==> src/rtl/tmu2_burstfetch_pkg.sv <==
// Constants shared by the TMU2 burst-fetch logic: FML burst geometry and address alignment.
package tmu2_burstfetch_pkg;

  localparam int unsigned FML_BURST_LEN = 4;   // 64-bit beats per FML burst
  localparam int unsigned BURST_STRIDE  = 32;  // bytes covered by one burst
  localparam int unsigned ADR_SHIFT     = 5;   // log2(BURST_STRIDE)

endpackage

==> src/rtl/tmu2_burstfetch_if.sv <==
// Command, FML master and FIFO write-port signals of the burst fetcher, bundled as one interface.
interface tmu2_burstfetch_if #(
  parameter int fml_depth = 26,
  parameter int cnt_width = 16
);

  logic                 pipe_stb_i;
  logic                 pipe_ack_o;
  logic [fml_depth-1:0] adr_i;
  logic [cnt_width-1:0] count_i;
  logic                 busy;
  logic [fml_depth-1:0] fml_adr;
  logic                 fml_stb;
  logic                 fml_we;
  logic                 fml_ack;
  logic [63:0]          fml_di;
  logic                 fifo_w8avail;
  logic                 fifo_we;
  logic [63:0]          fifo_wd;

  // master: the fetch sequencer itself
  modport master (
    input  pipe_stb_i, adr_i, count_i, fml_ack, fml_di, fifo_w8avail,
    output pipe_ack_o, busy, fml_adr, fml_stb, fml_we, fifo_we, fifo_wd
  );

  // slave: command source, FML memory and FIFO surrounding the sequencer
  modport slave (
    output pipe_stb_i, adr_i, count_i, fml_ack, fml_di, fifo_w8avail,
    input  pipe_ack_o, busy, fml_adr, fml_stb, fml_we, fifo_we, fifo_wd
  );

endinterface

==> src/rtl/tmu2_burstfetch.sv <==
// Burst-read sequencer: fetches count_i 32-byte FML bursts into the TMU2 FIFO, one burst in flight,
// starting each burst only once the FIFO reports room for 8 words.
module tmu2_burstfetch
  import tmu2_burstfetch_pkg::*;
#(
  parameter int fml_depth = 26,
  parameter int cnt_width = 16
) (
  input  logic              sys_clk,
  input  logic              sys_rst,
  tmu2_burstfetch_if.master bus
);

  typedef enum logic [1:0] {
    S_IDLE = 2'd0,
    S_WAIT = 2'd1,
    S_REQ  = 2'd2,
    S_DATA = 2'd3
  } state_t;

  localparam logic [1:0] LAST_BEAT = 2'(FML_BURST_LEN - 1);

  state_t                         state_reg, state_next;
  logic [1:0]                     beat_reg, beat_next;
  logic [cnt_width-1:0]           remaining_reg, remaining_next;
  logic [fml_depth-ADR_SHIFT-1:0] adr_reg, adr_next;

  always_ff @(posedge sys_clk) begin
    if (sys_rst) begin
      state_reg     <= S_IDLE;
      beat_reg      <= '0;
      remaining_reg <= '0;
      adr_reg       <= '0;
    end else begin
      state_reg     <= state_next;
      beat_reg      <= beat_next;
      remaining_reg <= remaining_next;
      adr_reg       <= adr_next;
    end
  end

  always_comb begin
    state_next     = state_reg;
    beat_next      = beat_reg;
    remaining_next = remaining_reg;
    adr_next       = adr_reg;
    case (state_reg)
      S_IDLE: begin
        if (bus.pipe_stb_i) begin
          adr_next       = bus.adr_i[fml_depth-1:ADR_SHIFT];
          remaining_next = bus.count_i;
          // A zero-count command is consumed without touching FML.
          if (bus.count_i != '0)
            state_next = S_WAIT;
        end
      end
      S_WAIT: begin
        if (bus.fifo_w8avail)
          state_next = S_REQ;
      end
      S_REQ: begin
        if (bus.fml_ack) begin
          state_next = S_DATA;
          beat_next  = '0;
        end
      end
      S_DATA: begin
        beat_next = beat_reg + 2'd1;
        if (beat_reg == LAST_BEAT) begin
          remaining_next = remaining_reg - 1'b1;
          // Upper address wraps naturally, giving a modulo-2^fml_depth byte address.
          adr_next       = adr_reg + 1'b1;
          state_next     = (remaining_next == '0) ? S_IDLE : S_WAIT;
        end
      end
      default: state_next = S_IDLE;
    endcase
  end

  assign bus.pipe_ack_o = (state_reg == S_IDLE);
  assign bus.busy       = (state_reg != S_IDLE);
  assign bus.fml_stb    = (state_reg == S_REQ);
  assign bus.fml_adr    = {adr_reg, {ADR_SHIFT{1'b0}}};
  assign bus.fml_we     = 1'b0;
  assign bus.fifo_we    = (state_reg == S_DATA);
  assign bus.fifo_wd    = bus.fml_di;

endmodule

==> src/flat_wrapper.sv <==
// flat-port wrapper written by rule: the top's interface ports become plain ports
module tmu2_burstfetch_flat import tmu2_burstfetch_pkg::*;
#(
  parameter int fml_depth = 26,
  parameter int cnt_width = 16
)
  (sys_clk, sys_rst, bus_pipe_stb_i, bus_adr_i, bus_count_i, bus_fml_ack, bus_fml_di, bus_fifo_w8avail, bus_pipe_ack_o, bus_busy, bus_fml_adr, bus_fml_stb, bus_fml_we, bus_fifo_we, bus_fifo_wd);
  tmu2_burstfetch_if #(.fml_depth(fml_depth), .cnt_width(cnt_width)) bus_i ();
  input  logic sys_clk;
  input  logic sys_rst;
  input wire logic [$bits(bus_i.pipe_stb_i)-1:0] bus_pipe_stb_i;
  input wire logic [$bits(bus_i.adr_i)-1:0] bus_adr_i;
  input wire logic [$bits(bus_i.count_i)-1:0] bus_count_i;
  input wire logic [$bits(bus_i.fml_ack)-1:0] bus_fml_ack;
  input wire logic [$bits(bus_i.fml_di)-1:0] bus_fml_di;
  input wire logic [$bits(bus_i.fifo_w8avail)-1:0] bus_fifo_w8avail;
  output wire logic [$bits(bus_i.pipe_ack_o)-1:0] bus_pipe_ack_o;
  output wire logic [$bits(bus_i.busy)-1:0] bus_busy;
  output wire logic [$bits(bus_i.fml_adr)-1:0] bus_fml_adr;
  output wire logic [$bits(bus_i.fml_stb)-1:0] bus_fml_stb;
  output wire logic [$bits(bus_i.fml_we)-1:0] bus_fml_we;
  output wire logic [$bits(bus_i.fifo_we)-1:0] bus_fifo_we;
  output wire logic [$bits(bus_i.fifo_wd)-1:0] bus_fifo_wd;
  assign bus_i.pipe_stb_i = bus_pipe_stb_i;
  assign bus_i.adr_i = bus_adr_i;
  assign bus_i.count_i = bus_count_i;
  assign bus_i.fml_ack = bus_fml_ack;
  assign bus_i.fml_di = bus_fml_di;
  assign bus_i.fifo_w8avail = bus_fifo_w8avail;
  assign bus_pipe_ack_o = bus_i.pipe_ack_o;
  assign bus_busy = bus_i.busy;
  assign bus_fml_adr = bus_i.fml_adr;
  assign bus_fml_stb = bus_i.fml_stb;
  assign bus_fml_we = bus_i.fml_we;
  assign bus_fifo_we = bus_i.fifo_we;
  assign bus_fifo_wd = bus_i.fifo_wd;
  tmu2_burstfetch #(.fml_depth(fml_depth), .cnt_width(cnt_width)) u_core (.sys_clk(sys_clk), .sys_rst(sys_rst), .bus(bus_i));
endmodule
==> config.mk <==
export PLATFORM = sky130hd
export DESIGN_NAME = tmu2_burstfetch_flat
export DESIGN_NICKNAME = d
export VERILOG_FILES = /design/src/rtl/tmu2_burstfetch_pkg.sv /design/src/rtl/tmu2_burstfetch_if.sv /design/src/rtl/tmu2_burstfetch.sv /design/src/flat_wrapper.sv
export SDC_FILE = /design/constraint.sdc
export NUM_CORES = 1
export LEC_CHECK = 0
export CORE_AREA = 2 2 108 110
export CTS_CLUSTER_DIAMETER = 120
export DETAILED_ROUTE_END_ITERATION = 10
export DIE_AREA = 0 0 110 112
export GPL_TIMING_DRIVEN = 0
export PLACE_DENSITY_LB_ADDON = 0.15
export RECOVER_POWER = 50
export SETUP_SLACK_MARGIN = 0.02
export SYNTH_ARGS = -nofsm -noshare
export SYNTH_HDL_FRONTEND = slang
export SYNTH_SLANG_ARGS = --single-unit
export TNS_END_PERCENT = 50
==> constraint.sdc <==
create_clock -name sys_clk -period 5.4 [get_ports sys_clk]
set_input_delay 1.08 -clock sys_clk [delete_from_list [all_inputs] [get_ports sys_clk]]
set_output_delay 1.08 -clock sys_clk [all_outputs]
set_load 0.005 [all_outputs]
Word level (Yosys, flattened, before mapping):

Cells that the tools add are included.

* add/sub/neg operators: 3
* equality and inequality tests: 9
* mux-type cells: 15
* reductions and logical operators: 9

Operator list (number)
* $mux 21: 2
* $pmux 21 s2: 1
* $mux 16: 2
* $pmux 16 s2: 1
* $add 21x1->21 const B: 1
* $logic_not 16->1: 1
* $reduce_bool 16->1: 1
* $sub 16x1->16 const B: 1
* $mux 2: 6
* $pmux 2 s4: 1
* $eq 2x2->1 const B: 3
* $ne 2x2->1 const B: 3
* $reduce_bool 2->1: 3
* $reduce_and 5->1: 1
* $ne 2x1->1 const B: 2
* $pmux 2 s2: 1
* $reduce_and 3->1: 1
* $add 2x1->2 const B: 1
* $eq 2x1->1 const B: 1
* $logic_not 2->1: 1
* $reduce_and 2->1: 1
* $mux 1: 1

* flip-flop bits (word level): 41
* input port bits: 111

Depth between registers and ports, before layout:

Gate-level depths: netlist of the first run.

* word-level depth: 5
* mapped depth: 9
* mapped depth without buffers: 7

Least setup slack after synthesis of the first run:

Ideal clock, no wire load.

* path type: input-to-output
* start: in bus_fml_di[0]
* end: out bus_fifo_wd[0]
* arrival time: 1191 ps
* setup slack: 3129 ps
* stages: 1
* path buffers: 1
* path through: buf_4

RTL lines
* start, declared: line flat_wrapper.sv:15 `input wire logic [$bits(bus_i.fml_di)-1:0] bus_fml_di;`
* end, declared: line flat_wrapper.sv:23 `output wire logic [$bits(bus_i.fifo_wd)-1:0] bus_fifo_wd;`

No word-level cell between the ends.

Final worst setup path of the first run:

* start: reg u_core.state_reg[0]
* end: out bus_busy

* longest elaborated chain between the ends: 1

RTL lines
* start, declared: line tmu2_burstfetch.sv:23 `state_t state_reg, state_next;`
* start signal, assigned: line tmu2_burstfetch.sv:35 `state_reg <= state_next;`
* $reduce_bool 2->1: line tmu2_burstfetch.sv:81 `assign bus.busy = (state_reg != S_IDLE);`
* end, declared: line flat_wrapper.sv:18 `output wire logic [$bits(bus_i.busy)-1:0] bus_busy;`

Every way passes these cells.

==> reports/results.txt, run 1 <==
crit path launch type = register
FF-to-FF End = u_core.remaining_reg[10]
WL final = 12200 um
max-cap violations = 0
crit path launch = u_core.state_reg[0]
die span in x = 110 um
I/O pin count = 206
DRT Pass-1 Iters = 5
GRT overflow = 0
fmax = 350 MHz
DRT iter0 DRCs = 294
top-area cell type share of the netlist area = 25.0%
ratio of cells with drive above 1 in the final layout = 16.5%
Async S/R FF share, synth = 0%
CP cell instances = inv_1 -> ha_1 -> inv_1 -> clkdlybuf4s50_1
Final Slew Violations = 0
r2r startpoint = u_core.state_reg[0]
clock slew at reported path FFs = 0.06 ns
most common cell in the netlist = buf_4
static leakage = 1.90 nW
antenna violations before repair = 0
Area Overhead vs Synth = 49.7%
PortBufs = 129
outcome = finished, final reports clean
Initial Util = 29.4%
core area = 0.0112 mm2
Net count, final = 699
FF+latch count, synth = 41
deepest clock path buffer count = 2
hold path depth = 2
fillcell total = 1137
Slowest-stage cell, CP = clkdlybuf4s50_1
GR peak layer = met2
post-CTS sizing = 0
Hold Path End = u_core.beat_reg[1]
ys flop type = dfxtp_1
Worst EP arrival = 1.78 ns
global-route wire length before repair = 18200 um
fin crit share = 52.9%
row count = 39
DR DRC count = 0
CP most frequent cell = inv_1
Hold Crit Start = u_core.beat_reg[1]
WL/cell = 16.8 um
Cell Area, Synth = 0.00328 mm2
H-tree depth = 2
HPWL Detailed = 8940 um
Finished Core Util = 44.0%
CTS root buffer = clkbuf_16
Clock Skew = 0.0102 ns
clock period minus worst slack = 2.86 ns
post-synthesis cell count = 439
die area = 0.0123 mm2
vias per cell = 5.23
All-Layer GR Usage = 19.0%
synthesized area per cell = 7.48 um2
routing usage on met2 = 32.2%
Setup Fix Bufs, Post-CTS = 0
max incr delay on CP = 0.52 ns
remaining antenna violation count after routing = 0
CTS buffer count = 5
worst reg2reg path depth = 8
max reg flops = 21
clk sinks = 41
Slew HR = 45.7%
Unique masters post-synth = 56
RSZ-0062 raised after global routing = no
met1 Use GR = 24.5%
routing usage on met3 = 2.93%
HP Class = reg2reg
Critical Path RT = 4.32 ns
synth top area cells = dfxtp_1 (25%), buf_4 (16%), a21oi_1 (5.9%)
CP Capture Type = output pin
Fin. Hold Viols = 0
DR vias = 3786
Worst Path Max Fanout = 6
EDFF count, synth = 0
vias in the first global route = 3475
CTS tree = done
Synth area leader = dfxtp_1
setup violators final = 0
PD cells = 400 mW/mm2
register area share after synthesis = 25.0%
most common library cells after synthesis = buf_4 (70), dfxtp_1 (41), a21oi_1 (39)
GPL Wtd Cong = 0.859
critical path start-end classification = reg2out
setup TNS = 0 ns
reg2reg setup slack = 2.93 ns
antenna cells = 0
clk_lat worst skew = 0.29 ns
Max IR drop VDD = 222 uV
Slew @ Worst Pin = 0.807 ns
total number of yosys warnings = 0
largest net degree at the start of global routing = 14
CTS Hold Bufs = 0
die height = 112 um
## cell usage in the layout (no fill, tap or decap), types with 6 or more instances in the layout
cell type	n
nand2_1	34
o2bb2ai_1	6
buf_4	70
inv_1	10
o21ai_0	22
o22ai_1	11
o31ai_1	8
clkdlybuf4s50_1	68
dlygate4sd3_1	61
buf_2	6
dfxtp_1	41
a211oi_1	17
clkbuf_1	20
nand4_1	8
nand3_1	15
nor2_1	33
conb_1	6
a21oi_1	39
ha_1	8
nor4_1	8
nor3_1	10
## where the power goes
| group | switching [W] | internal (W) | leakage, nW | total, W |
|---|---|---|---|---|
| logic | 0.000625 | 0.000486 | 1.50 | 0.00111 |
| registers | 0.000141 | 0.000410 | 0.338 | 0.000551 |
| clock network | 0.000133 | 0.000172 | 0.0631 | 0.000305 |
## how the worst max path moves through the flow
stage | slack, ns | end
2_1_floorplan | 3.13 | bus_fifo_wd[0]
3_3_place_gp | 2.40 | u_core.remaining_reg[9]
3_5_place_dp | 2.39 | u_core.remaining_reg[6]
4_1_cts | 2.56 | bus_busy
5_1_grt | 2.33 | u_core.adr_reg[10]
6_report | 2.54 | bus_busy
## critical path: cells and delay by family, from the launching register on
kind | cells | cell delay, ns
buffers and inverters | 3 | 0.77
DFF | 1 | 0.40
adders and majority gates | 1 | 0.33
## metal layers
layer	routed length, um	share of wire (%)
met1	4860	40
met2	5930	49
met3	1190	9.8
met4	176	1.4
met5	0	0
## stage by stage
stage               total power [W]  cell area, um2  hold slack [ns]  std cells  setup slack, ns
floorplan                   0.00122            3300            0.458        444             3.13
global placement            0.00166            4770            0.471        716             2.40
detailed placement          0.00168            4770            0.497        716             2.39
CTS                         0.00199            4920            0.511        724             2.56
global route                0.00211            4920            0.530        724             2.33
finish                      0.00197            4920            0.509        724             2.54
## cell type report
type,instances,area [um2],share of cell area [%]
Timing Repair Buffer,129,1290,26.3
Inverter,10,37.5,0.764
Clock inverter,2,15.0,0.305
Tap cell,143,179,3.64
Buffer,102,662,13.5
Clock buffer,6,129,2.62
Sequential cell,41,821,16.7
Multi-Input combinational cell,291,1780,36.2
## cell families (layout without fill, tap and decap cells)
kind of cell / after synthesis / after routing / synth area share, %
adder cells (fa/ha/maj): 8 / 8 / 3.05
multiplexers: 3 / 3 / 0.914
AND/OR/NAND/NOR: 137 / 137 / 22.3
buffers and inverters: 112 / 249 / 21.3
XOR/XNOR: 3 / 3 / 0.800
flip-flops: 41 / 41 / 25.0
AO/OA/AOI/OAI: 134 / 134 / 26.5
other: 1 / 6 / 0.114
No activity file was read; power rests on OpenSTA's default activity.
==> run 2: changes to the inputs <==
==> constraint.sdc (replaced) <==
create_clock -name sys_clk -period 2.88 [get_ports sys_clk]
set_input_delay 0.576 -clock sys_clk [delete_from_list [all_inputs] [get_ports sys_clk]]
set_output_delay 0.576 -clock sys_clk [all_outputs]
set_load 0.005 [all_outputs]
==> run 2 against run 1 <==
Sequential power rose by 89%. Clock-buffer cell count stayed put. Combinational power increased by 90%. Largest cell class unchanged. Critical endpoint is now u_core.remaining_reg[2]. Clock skew about the same. Final area barely moved. Flip-flop and latch count stayed put. Die area unchanged.
==> reports/results.txt, run 2 (synthesized netlist as in run 1, its figures left out) <==
Internal Power = 0.00203 W
HP Class = reg2reg
antenna violations before repair = 0
Switching Share = 45.4%
PD cells = 758 mW/mm2
CTS tree = done
I/O pin count = 206
commonest cells after routing, fill and taps aside = buf_4 (70), dlygate4sd3_1 (65), clkdlybuf4s50_1 (64)
setup violators final = 0
CP Capture Type = register
ratio of cells with drive above 1 in the final layout = 16.7%
CTS Hold Bufs = 0
fin crit share = 86.3%
outcome = finished, final reports clean
core area = 0.0112 mm2
Critical Path RT = 3.09 ns
Setup Fix Bufs, Post-CTS = 0
H-tree depth = 2
Final Slew Violations = 0
deepest clock path buffer count = 2
Slew @ Worst Pin = 0.811 ns
fillcell total = 1137
RSZ-0062 raised after global routing = no
die span in x = 110 um
WL/cell = 16.9 um
critical path start-end classification = reg2reg
Initial Util = 29.4%
area of the multi-input gates = 0.00178 mm2
All-Layer GR Usage = 19.0%
GRT overflow = 0
die height = 112 um
Fin. Hold Viols = 0
clk sinks = 41
crit path launch type = register
Finished Core Util = 44.0%
Hold Path End = u_core.beat_reg[1]
remaining antenna violation count after routing = 0
DRT iter0 DRCs = 330
static leakage = 1.86 nW
Hold Crit Start = u_core.beat_reg[1]
DRT Pass-1 Iters = 5
vias per cell = 5.26
DR vias = 3808
Inst Count DP = 716
GPL Wtd Cong = 0.859
row count = 39
worst reg2reg path depth = 6
max reg flops = 21
Combinational Power Share = 56.7%
global-route wire length before repair = 18200 um
antenna cells = 0
reg2reg setup slack = 0.39 ns
max-cap violations = 0
CTS root buffer = clkbuf_16
sequential share of power = 27.8%
final non-filler cell total = 724
total chip power = 0.00373 W
clock slew at reported path FFs = 0.06 ns
post-CTS sizing = 0
Slew HR = 45.4%
HPWL Detailed = 8940 um
CTS buffer count = 5
FF-to-FF End = u_core.remaining_reg[2]
Clock Skew = 0.0104 ns
commonest non-fill, non-tap cell in the layout = buf_4
clk_lat worst skew = 0.29 ns
largest net degree at the start of global routing = 14
Sequential Area = 821 um2
PortBufs = 129
clock period minus worst slack = 2.49 ns
reported net switching power = 0.00169 W
Worst Path Max Fanout = 10
Worst EP arrival = 2.70 ns
setup TNS = 0 ns
r2r startpoint = u_core.state_reg[0]
hold path depth = 2
DR DRC count = 0
Area Overhead vs Synth = 49.7%
Max IR drop VDD = 421 uV
WL final = 12200 um
Net count, final = 699
die area = 0.0123 mm2
vias in the first global route = 3475
Clk pwr share = 15.4%
fmax = 402 MHz
## run 2: cell count changes in the layout (fill, tap and decap cells not counted)
cell / before / now
clkbuf_1: 20 / 17
dlygate4sd3_1: 61 / 65
buf_1: 5 / 7
clkdlybuf4s50_1: 68 / 64
buf_2: 6 / 7
## run 2: worst max-delay path, stage by stage, from the launching register on
cell	delay (ns)
dfxtp_1	0.40
inv_1	0.10
ha_1	0.32
o211ai_1	0.62
clkbuf_1	0.55
o21ai_0	0.23
a21oi_1	0.18
## run 2: layout make-up
type	instances	share of cell area, %
Buffer	102	13.5
Multi-Input combinational cell	291	36.2
Clock buffer	6	2.62
Clock inverter	2	0.305
Sequential cell	41	16.7
Timing Repair Buffer	129	26.3
Tap cell	143	3.64
Inverter	10	0.763
## run 2: worst max path at each step
stage | startpoint | to | slack (ns) | cells after the start
2_1_floorplan | u_core.remaining_reg[0] | u_core.state_reg[0] | 1.04 | 8
3_3_place_gp | bus_pipe_stb_i | u_core.remaining_reg[9] | 0.38 | 7
3_5_place_dp | bus_pipe_stb_i | u_core.remaining_reg[6] | 0.37 | 7
4_1_cts | u_core.state_reg[0] | u_core.adr_reg[16] | 0.46 | 7
5_1_grt | u_core.state_reg[0] | u_core.adr_reg[16] | 0.29 | 7
6_report | u_core.state_reg[0] | u_core.remaining_reg[2] | 0.39 | 6
## run 2: power by group through the flow
stage               sequential (W)  combinational [W]  clock, W
floorplan                 0.000983            0.00130         0
global placement           0.00103            0.00208         0
detailed placement         0.00104            0.00211         0
CTS                        0.00103            0.00212  0.000578
global route               0.00107            0.00232  0.000605
finish                     0.00104            0.00211  0.000575
## run 2: metrics by stage
| step | cell area, um2 | hold slack [ns] | setup slack (ns) |
|---|---|---|---|
| 6_report | 4920 | 0.513 | 0.393 |
| 3_5_place_dp | 4770 | 0.497 | 0.370 |
| 3_3_place_gp | 4770 | 0.471 | 0.383 |
| 5_1_grt | 4920 | 0.530 | 0.293 |
| 2_1_floorplan | 3300 | 0.458 | 1.04 |
| 4_1_cts | 4920 | 0.511 | 0.461 |
## run 2: per-layer routing
layer | up-vias | track usage, % | wire (um)
met5 | - | 0 | 0
met4 | 0 | 5.91 | 204
met3 | 16 | 3.10 | 953
met2 | 227 | 32.4 | 5980
met1 | 1764 | 24.2 | 5070
li1 | 1801 | - | -
